[src/rtl/fix_field_assembler.sv]
// fix_field_assembler
//   Assembles FIX fields from the tokenizer's per-byte tag/value strobes.
//   It converts the ASCII tag digits to a binary tag number and packs the
//   value bytes into a fixed-width record. Completed records are queued in a
//   first-word-fall-through FIFO. The input side has no backpressure, so a
//   record that arrives while the FIFO is full (and nothing is popped in the
//   same cycle) is dropped and counted.
//
// Ports
//   clk, rst        clock, synchronous active-high reset
//   data_i          tokenizer byte, meaningful only while a strobe is high
//   tag_s_i         data_i is a tag digit
//   value_s_i       data_i is a value byte (wins when both strobes are high)
//   field_valid_o   record available at FIFO head
//   field_ready_i   consumer accepts the head record
//   field_tag_o     binary tag number
//   field_len_o     stored value byte count
//   field_value_o   value bytes, byte k at [8k+7:8k], unused bytes zero
//   field_err_o     tag/length/sequence error seen in this field
//   field_last_o    tag == 10 (checksum field, last of message)
//   overflow_o      one-cycle pulse after a record is dropped
//   drop_cnt_o      saturating count of dropped records
//   dbg_state       current assembler state (IDLE=0, TAG=1, SEP=2, VALUE=3)
//
// Handshake: the head record is transferred on every rising clk edge where
//   field_valid_o and field_ready_i are both high. While field_valid_o is high
//   and field_ready_i is low, all head outputs hold their values. field_valid_o
//   never depends on field_ready_i.
module fix_field_assembler #(
   parameter int TAG_W   = 16,
   parameter int MAX_LEN = 32,
   parameter int LEN_W   = 6,
   parameter int DEPTH   = 4
) (
   input  logic                 clk,
   input  logic                 rst,
   input  logic [7:0]           data_i,
   input  logic                 tag_s_i,
   input  logic                 value_s_i,
   output logic                 field_valid_o,
   input  logic                 field_ready_i,
   output logic [TAG_W-1:0]     field_tag_o,
   output logic [LEN_W-1:0]     field_len_o,
   output logic [8*MAX_LEN-1:0] field_value_o,
   output logic                 field_err_o,
   output logic                 field_last_o,
   output logic                 overflow_o,
   output logic [7:0]           drop_cnt_o,
   output logic [1:0]           dbg_state
);

   localparam int VAL_W = 8 * MAX_LEN;
   localparam int REC_W = TAG_W + LEN_W + VAL_W + 2;
   localparam int AW    = $clog2(DEPTH);

   localparam logic [LEN_W-1:0] LEN_MAX   = LEN_W'(MAX_LEN);
   localparam logic [TAG_W+3:0] TAG_LIMIT = {4'b0000, {TAG_W{1'b1}}};

   typedef enum logic [1:0] {
      S_IDLE  = 2'd0,
      S_TAG   = 2'd1,
      S_SEP   = 2'd2,
      S_VALUE = 2'd3
   } state_t;

   state_t state_q, state_d;

   // Field accumulators
   logic [TAG_W-1:0] tag_q, tag_d, tag_b;
   logic [LEN_W-1:0] len_q, len_d, len_b;
   logic [VAL_W-1:0] val_q, val_d, val_b;
   logic             err_q, err_d, err_b;

   // Strobe decode: both strobes high counts as a value byte plus an error
   logic is_val, is_tag, is_both, is_digit;
   assign is_val   = value_s_i;
   assign is_tag   = tag_s_i & ~value_s_i;
   assign is_both  = tag_s_i & value_s_i;
   assign is_digit = (data_i >= 8'h30) && (data_i <= 8'h39);

   logic do_commit, do_tag, do_store, set_err;

   // Next-state and action decode
   always_comb begin
      state_d   = state_q;
      do_commit = 1'b0;
      do_tag    = 1'b0;
      do_store  = 1'b0;
      set_err   = is_both;
      unique case (state_q)
         S_IDLE: begin
            if (is_val) begin
               // value with no tag: tag stays 0 and the field is flagged
               state_d  = S_VALUE;
               do_store = 1'b1;
               set_err  = 1'b1;
            end else if (is_tag) begin
               state_d = S_TAG;
               do_tag  = 1'b1;
            end
         end
         S_TAG: begin
            if (is_val) begin
               state_d  = S_VALUE;
               do_store = 1'b1;
            end else if (is_tag) begin
               do_tag = 1'b1;
            end else begin
               state_d = S_SEP;
            end
         end
         S_SEP: begin
            if (is_val) begin
               state_d  = S_VALUE;
               do_store = 1'b1;
            end else if (is_tag) begin
               // empty value: close this field and start the next tag
               state_d   = S_TAG;
               do_commit = 1'b1;
               do_tag    = 1'b1;
            end
         end
         S_VALUE: begin
            if (is_val) begin
               do_store = 1'b1;
            end else if (is_tag) begin
               state_d   = S_TAG;
               do_commit = 1'b1;
               do_tag    = 1'b1;
            end else begin
               state_d   = S_IDLE;
               do_commit = 1'b1;
            end
         end
         default: state_d = S_IDLE;
      endcase
   end

   // A commit clears the accumulators in the same cycle, so the byte that
   // arrives with the commit is applied to an empty field.
   assign tag_b = do_commit ? '0 : tag_q;
   assign len_b = do_commit ? '0 : len_q;
   assign val_b = do_commit ? '0 : val_q;
   assign err_b = do_commit ? 1'b0 : err_q;

   // Four spare bits hold tag*10+9 without wrapping
   logic [TAG_W+3:0] tag_ext;
   assign tag_ext = ({4'b0000, tag_b} * (TAG_W+4)'(10)) + (TAG_W+4)'(data_i[3:0]);

   always_comb begin
      tag_d = tag_b;
      len_d = len_b;
      val_d = val_b;
      err_d = err_b | set_err;
      if (do_tag) begin
         if (!is_digit) begin
            err_d = 1'b1;
         end else if (tag_ext > TAG_LIMIT) begin
            tag_d = '1;
            err_d = 1'b1;
         end else begin
            tag_d = tag_ext[TAG_W-1:0];
         end
      end
      if (do_store) begin
         if (len_b < LEN_MAX) begin
            for (int k = 0; k < MAX_LEN; k++) begin
               if (len_b == LEN_W'(k)) val_d[8*k +: 8] = data_i;
            end
            len_d = len_b + LEN_W'(1);
         end else begin
            err_d = 1'b1;
         end
      end
   end

   always_ff @(posedge clk) begin
      if (rst) begin
         state_q <= S_IDLE;
         tag_q   <= '0;
         len_q   <= '0;
         val_q   <= '0;
         err_q   <= 1'b0;
      end else begin
         state_q <= state_d;
         tag_q   <= tag_d;
         len_q   <= len_d;
         val_q   <= val_d;
         err_q   <= err_d;
      end
   end

   // Record FIFO; pointers carry one wrap bit to tell full from empty
   logic [REC_W-1:0] mem [DEPTH];
   logic [AW:0]      wr_ptr, rd_ptr;
   logic             empty, full, pop, push, drop;
   logic [REC_W-1:0] rec_in, head;
   logic             overflow_q;
   logic [7:0]       drop_cnt_q;

   assign rec_in = {tag_q, len_q, val_q, err_q, (tag_q == TAG_W'(10))};
   assign empty  = (wr_ptr == rd_ptr);
   assign full   = (wr_ptr[AW] != rd_ptr[AW]) && (wr_ptr[AW-1:0] == rd_ptr[AW-1:0]);
   assign pop    = ~empty & field_ready_i;
   // A pop in the same cycle frees the slot, so a full FIFO still accepts
   assign push   = do_commit & (~full | pop);
   assign drop   = do_commit & full & ~pop;

   always_ff @(posedge clk) begin
      if (push) mem[wr_ptr[AW-1:0]] <= rec_in;
   end

   always_ff @(posedge clk) begin
      if (rst) begin
         wr_ptr     <= '0;
         rd_ptr     <= '0;
         overflow_q <= 1'b0;
         drop_cnt_q <= '0;
      end else begin
         if (push) wr_ptr <= wr_ptr + 1'b1;
         if (pop)  rd_ptr <= rd_ptr + 1'b1;
         overflow_q <= drop;
         if (drop && (drop_cnt_q != 8'hFF)) drop_cnt_q <= drop_cnt_q + 8'd1;
      end
   end

   // Outputs are forced low during reset; head fields read zero when empty
   assign head          = mem[rd_ptr[AW-1:0]];
   assign field_valid_o = ~empty & ~rst;
   assign field_tag_o   = field_valid_o ? head[REC_W-1 -: TAG_W]         : '0;
   assign field_len_o   = field_valid_o ? head[REC_W-TAG_W-1 -: LEN_W]   : '0;
   assign field_value_o = field_valid_o ? head[VAL_W+1:2]                : '0;
   assign field_err_o   = field_valid_o & head[1];
   assign field_last_o  = field_valid_o & head[0];
   assign overflow_o    = overflow_q & ~rst;
   assign drop_cnt_o    = rst ? 8'd0 : drop_cnt_q;
   assign dbg_state     = rst ? 2'b00 : state_q;

endmodule
[config.mk]
export PLATFORM = sky130hd
export DESIGN_NAME = fix_field_assembler
export DESIGN_NICKNAME = d
export VERILOG_FILES = /design/src/rtl/fix_field_assembler.sv
export SDC_FILE = /design/constraint.sdc
export NUM_CORES = 2
export LEC_CHECK = 0
export ABC_AREA = 1
export CORE_ASPECT_RATIO = 0.6
export CORE_MARGIN = 4
export CORE_UTILIZATION = 23
export CTS_CLUSTER_DIAMETER = 50
export DETAILED_ROUTE_END_ITERATION = 12
export GPL_ROUTABILITY_DRIVEN = 1
export PLACE_DENSITY = 0.36
export SLEW_MARGIN = 20
export SYNTH_ARGS = -nofsm -noshare
export SYNTH_HDL_FRONTEND = slang
export SYNTH_SLANG_ARGS = --single-unit
[constraint.sdc]
create_clock -name clk -period 48.8 [get_ports clk]
set_clock_uncertainty 0.05 [all_clocks]
set_input_delay 9.76 -clock clk [delete_from_list [all_inputs] [get_ports clk]]
set_output_delay 9.76 -clock clk [all_outputs]
set_load 0.05 [all_outputs]
==> results.md <==
* Status: finished clean
* Register area share after synthesis at between 70% and 80%
* Register share of total power at 42.6%
* Mapped Area at about 0.056 mm²
* DIE WIDTH at 646 µm
* Residual DRC at 0
* Final period util at 48.9%
* Dpl ws at 24820 ps
* First-pass GRT wire length at 280 mm
* Int Pwr at 2170 µW
* Data required time at the worst endpoint at 38990 ps
* CP dominant cell by count: buf_4
* Worst skew pair latency at 820 ps
* Vias in the first global route at 36500
* Area Overhead vs Synth at 21.8%
* Initial antenna violation count at 14
* Crit path max fanout at 91
* CP startpoint kind: primary input
* CP bufs+invs at 5
* Placed cells at 8292
* Logic pwr share at 15.9%
* Clock network power share at 41.6%
* Synth Register Bits at ~1400
* Routed vias at approximately 37000
* H-tree depth at 4
* Ys Warns at 0
* Crit path cell chain: clkbuf_8 -> inv_4 -> nand2_4 -> buf_4 -> buf_4 -> a21oi_1 -> clkdlybuf4s50_1
* Worst VDD drop at ~0.000024 V
* CTS buffer count at 177
* Final min period at 23860 ps
* Synthesized instance count at approximately 5000
* Fin. max-slew vios at 0
* Post-synth EDFFs at 1120
* Root Driver: clkbuf_16
* Drt wl/cell at 22.8 µm
* R2R setup slack at 43810 ps
* Clk slew on worst S/H paths at 50 ps
* RSZ-0062 raised after global routing: false
* Syn nets at 5012
* Mapped Avg Cell Area at around 11 µm²
* Fraction of registers with async set or reset after synthesis at 0%
* Post-synth top area share at about three fifths
* Fin cells at 8616
* Placed Area at 0.0627 mm²
* Post-CTS setup buffers at 0
* Top cells by area, synth: edfxtp_1, dfxtp_1, nor2_1
* Worst setup margin at between 20000 and 25000 ps
* Sw frac at 29.7%
* Share of post-route cells with drive strength above 1 at 8.38%
* Synth top cells by count: nor2_1, edfxtp_1, o21ai_0
* Core box area at 0.243 mm²
* LEAKAGE at 0.0227 µW
* Initial DRC count at about 2700
* Post-route ant nets at 0
* Hold_ws at 391 ps
* Setup-failing EPs final at 0
* Pin count of the biggest net entering global routing at 125
* Max Buffers Root-to-Sink at 4
* Max-cap violations at 0
* Critical path's top delay family: buffers and inverters
* Routed WL at 196 mm
* Die Area at 0.252 mm²
* Power per cell area at 45.2 mW/mm²
* Arr. time, crit path at 14050 ps
* Final instance area at about 0.068 mm²
* Starting Density at between 20 and 25%
* Top_reg_cell synth: edfxtp_1
* Critical Path Sink Type: output pin
* Maximum clock frequency at 0.0419 GHz
* Hold buffer count at CTS at 0
* Pre-Repair DR Iteration Count at 5
* Sw power at a little over 900 µW
* Most instantiated library cell after synthesis: nor2_1
* Nets at 5252
* Worst Hold Class: flip-flop to flip-flop
* GRT overflow at 0
* CP max stage delay at 790 ps
* Crit path kind: primary input to output pin
* Crit-path slowest cell: buf_4
* GPL Wtd Cong at 0.740
* Row cnt at 140
* Resized Gates After CTS at 0
* CTS tree: done
* Largest area contributor in the netlist: edfxtp_1
* Distinct cells, synth at 50
* I/O pin cnt at approximately 300
* HPWL after detailed placement at about 120 mm
* Setup TNS at 0 ps
* Die height at 391 µm
* Sink Count at approximately 1400
* Buffers on Ports at 304
* Slew headroom at 12.8%
* Final Hold Viols at 0
* GRT Overall Usage at 15.2%
* Worst-Margin Slew at 1290 ps
* Drt via density at 4.35
## layout make-up
cell class,instances,area [µm²]
clock inverters,86,812
fillers,25100,174000
repair buffers,382,3690
well taps,3266,4090
inverters,145,567
clock buffers,234,4840
flip-flops and latches,1418,39600
multi-input cells,3081,14800
diodes,4,10.0
## power by group through the flow
stage | clock network (µW) | registers [µW] | logic (µW)
after floorplan | 0 | 1340 | 308
after global placement | 0 | 1340 | 507
after detailed placement | 0 | 1340 | 503
after CTS | 1330 | 1320 | 505
after global routing | 1390 | 1320 | 530
final | 1280 | 1320 | 490
## cells in the final DEF (no fill, tap or decap), types with 5 or more instances in the layout
master              n
inv_6               9
clkdlybuf4s50_1   303
clkbuf_16         181
clkinvlp_4          6
a211oi_2            6
nor2_2             20
inv_8              12
edfxtp_1         1120
clkbuf_8           12
clkbuf_1           42
clkinv_2           19
nor4_1              5
nand3_2             5
xnor2_1             6
nand2_2            10
nand4_1             6
nand3_1            37
nor2_1           1319
nor2_4             14
buf_12              5
bufinv_16           8
buf_4              73
ha_1               33
o21ai_0           706
dfxtp_1           296
xor2_1              9
nor3_1              9
a211oi_1          131
clkinv_1           29
nand2_1           150
inv_1             110
a21oi_1           573
inv_2              28
a21oi_4            10
## stage by stage
stage,utilization [%],total power [µW]
finish,28.2,3090
global route,28.2,3230
CTS,28.2,3150
detailed placement,25.8,1840
global placement,25.8,1850
floorplan,-,1650
## final timing paths
check	startpoint	endpoint	cells after the start
min reg2reg	state_q[0]$_SDFFE_PP0P_	state_q[1]$_SDFFE_PP0P_	1
min	state_q[0]$_SDFFE_PP0P_	state_q[1]$_SDFFE_PP0P_	1
max reg2reg	state_q[0]$_SDFFE_PP0P_	mem[3][142]$_DFFE_PP_	9
max	rst	field_value_o[190]	7
## state kept, by name (all words and copies together), names as in the netlist, named ones only
register    flops
overflow_q      1
drop_cnt_q      8
tag_q          16
len_q           6
rd_ptr          3
wr_ptr          3
err_q           1
state_q         2
mem          1120
val_q         256
## routing by layer
layer / part of all wire, % / global-route usage, % / vias to the layer above
li1: - / - / 18000
met1: 49 / 22.1 / 18500
met2: 44 / 23.4 / 663
met3: 4.2 / 2.42 / 249
met4: 2.2 / 3.46 / 0
met5: 0 / 0 / -
## logic make-up (layout without fill, tap and decap cells)
family	Yosys count	in the layout	share of synthesized area, %
and+or+nand+nor	1595	1595	11.5
DFF	1418	1418	70.5
buffers and inverters	466	847	3.27
xor gates and xnor gates	17	17	0.292
AOI/OAI and AO/OA	1435	1435	13.7
other	0	4	0
adders and majority gates	34	34	0.771
Note: power is estimated with default switching activity, not from simulation.
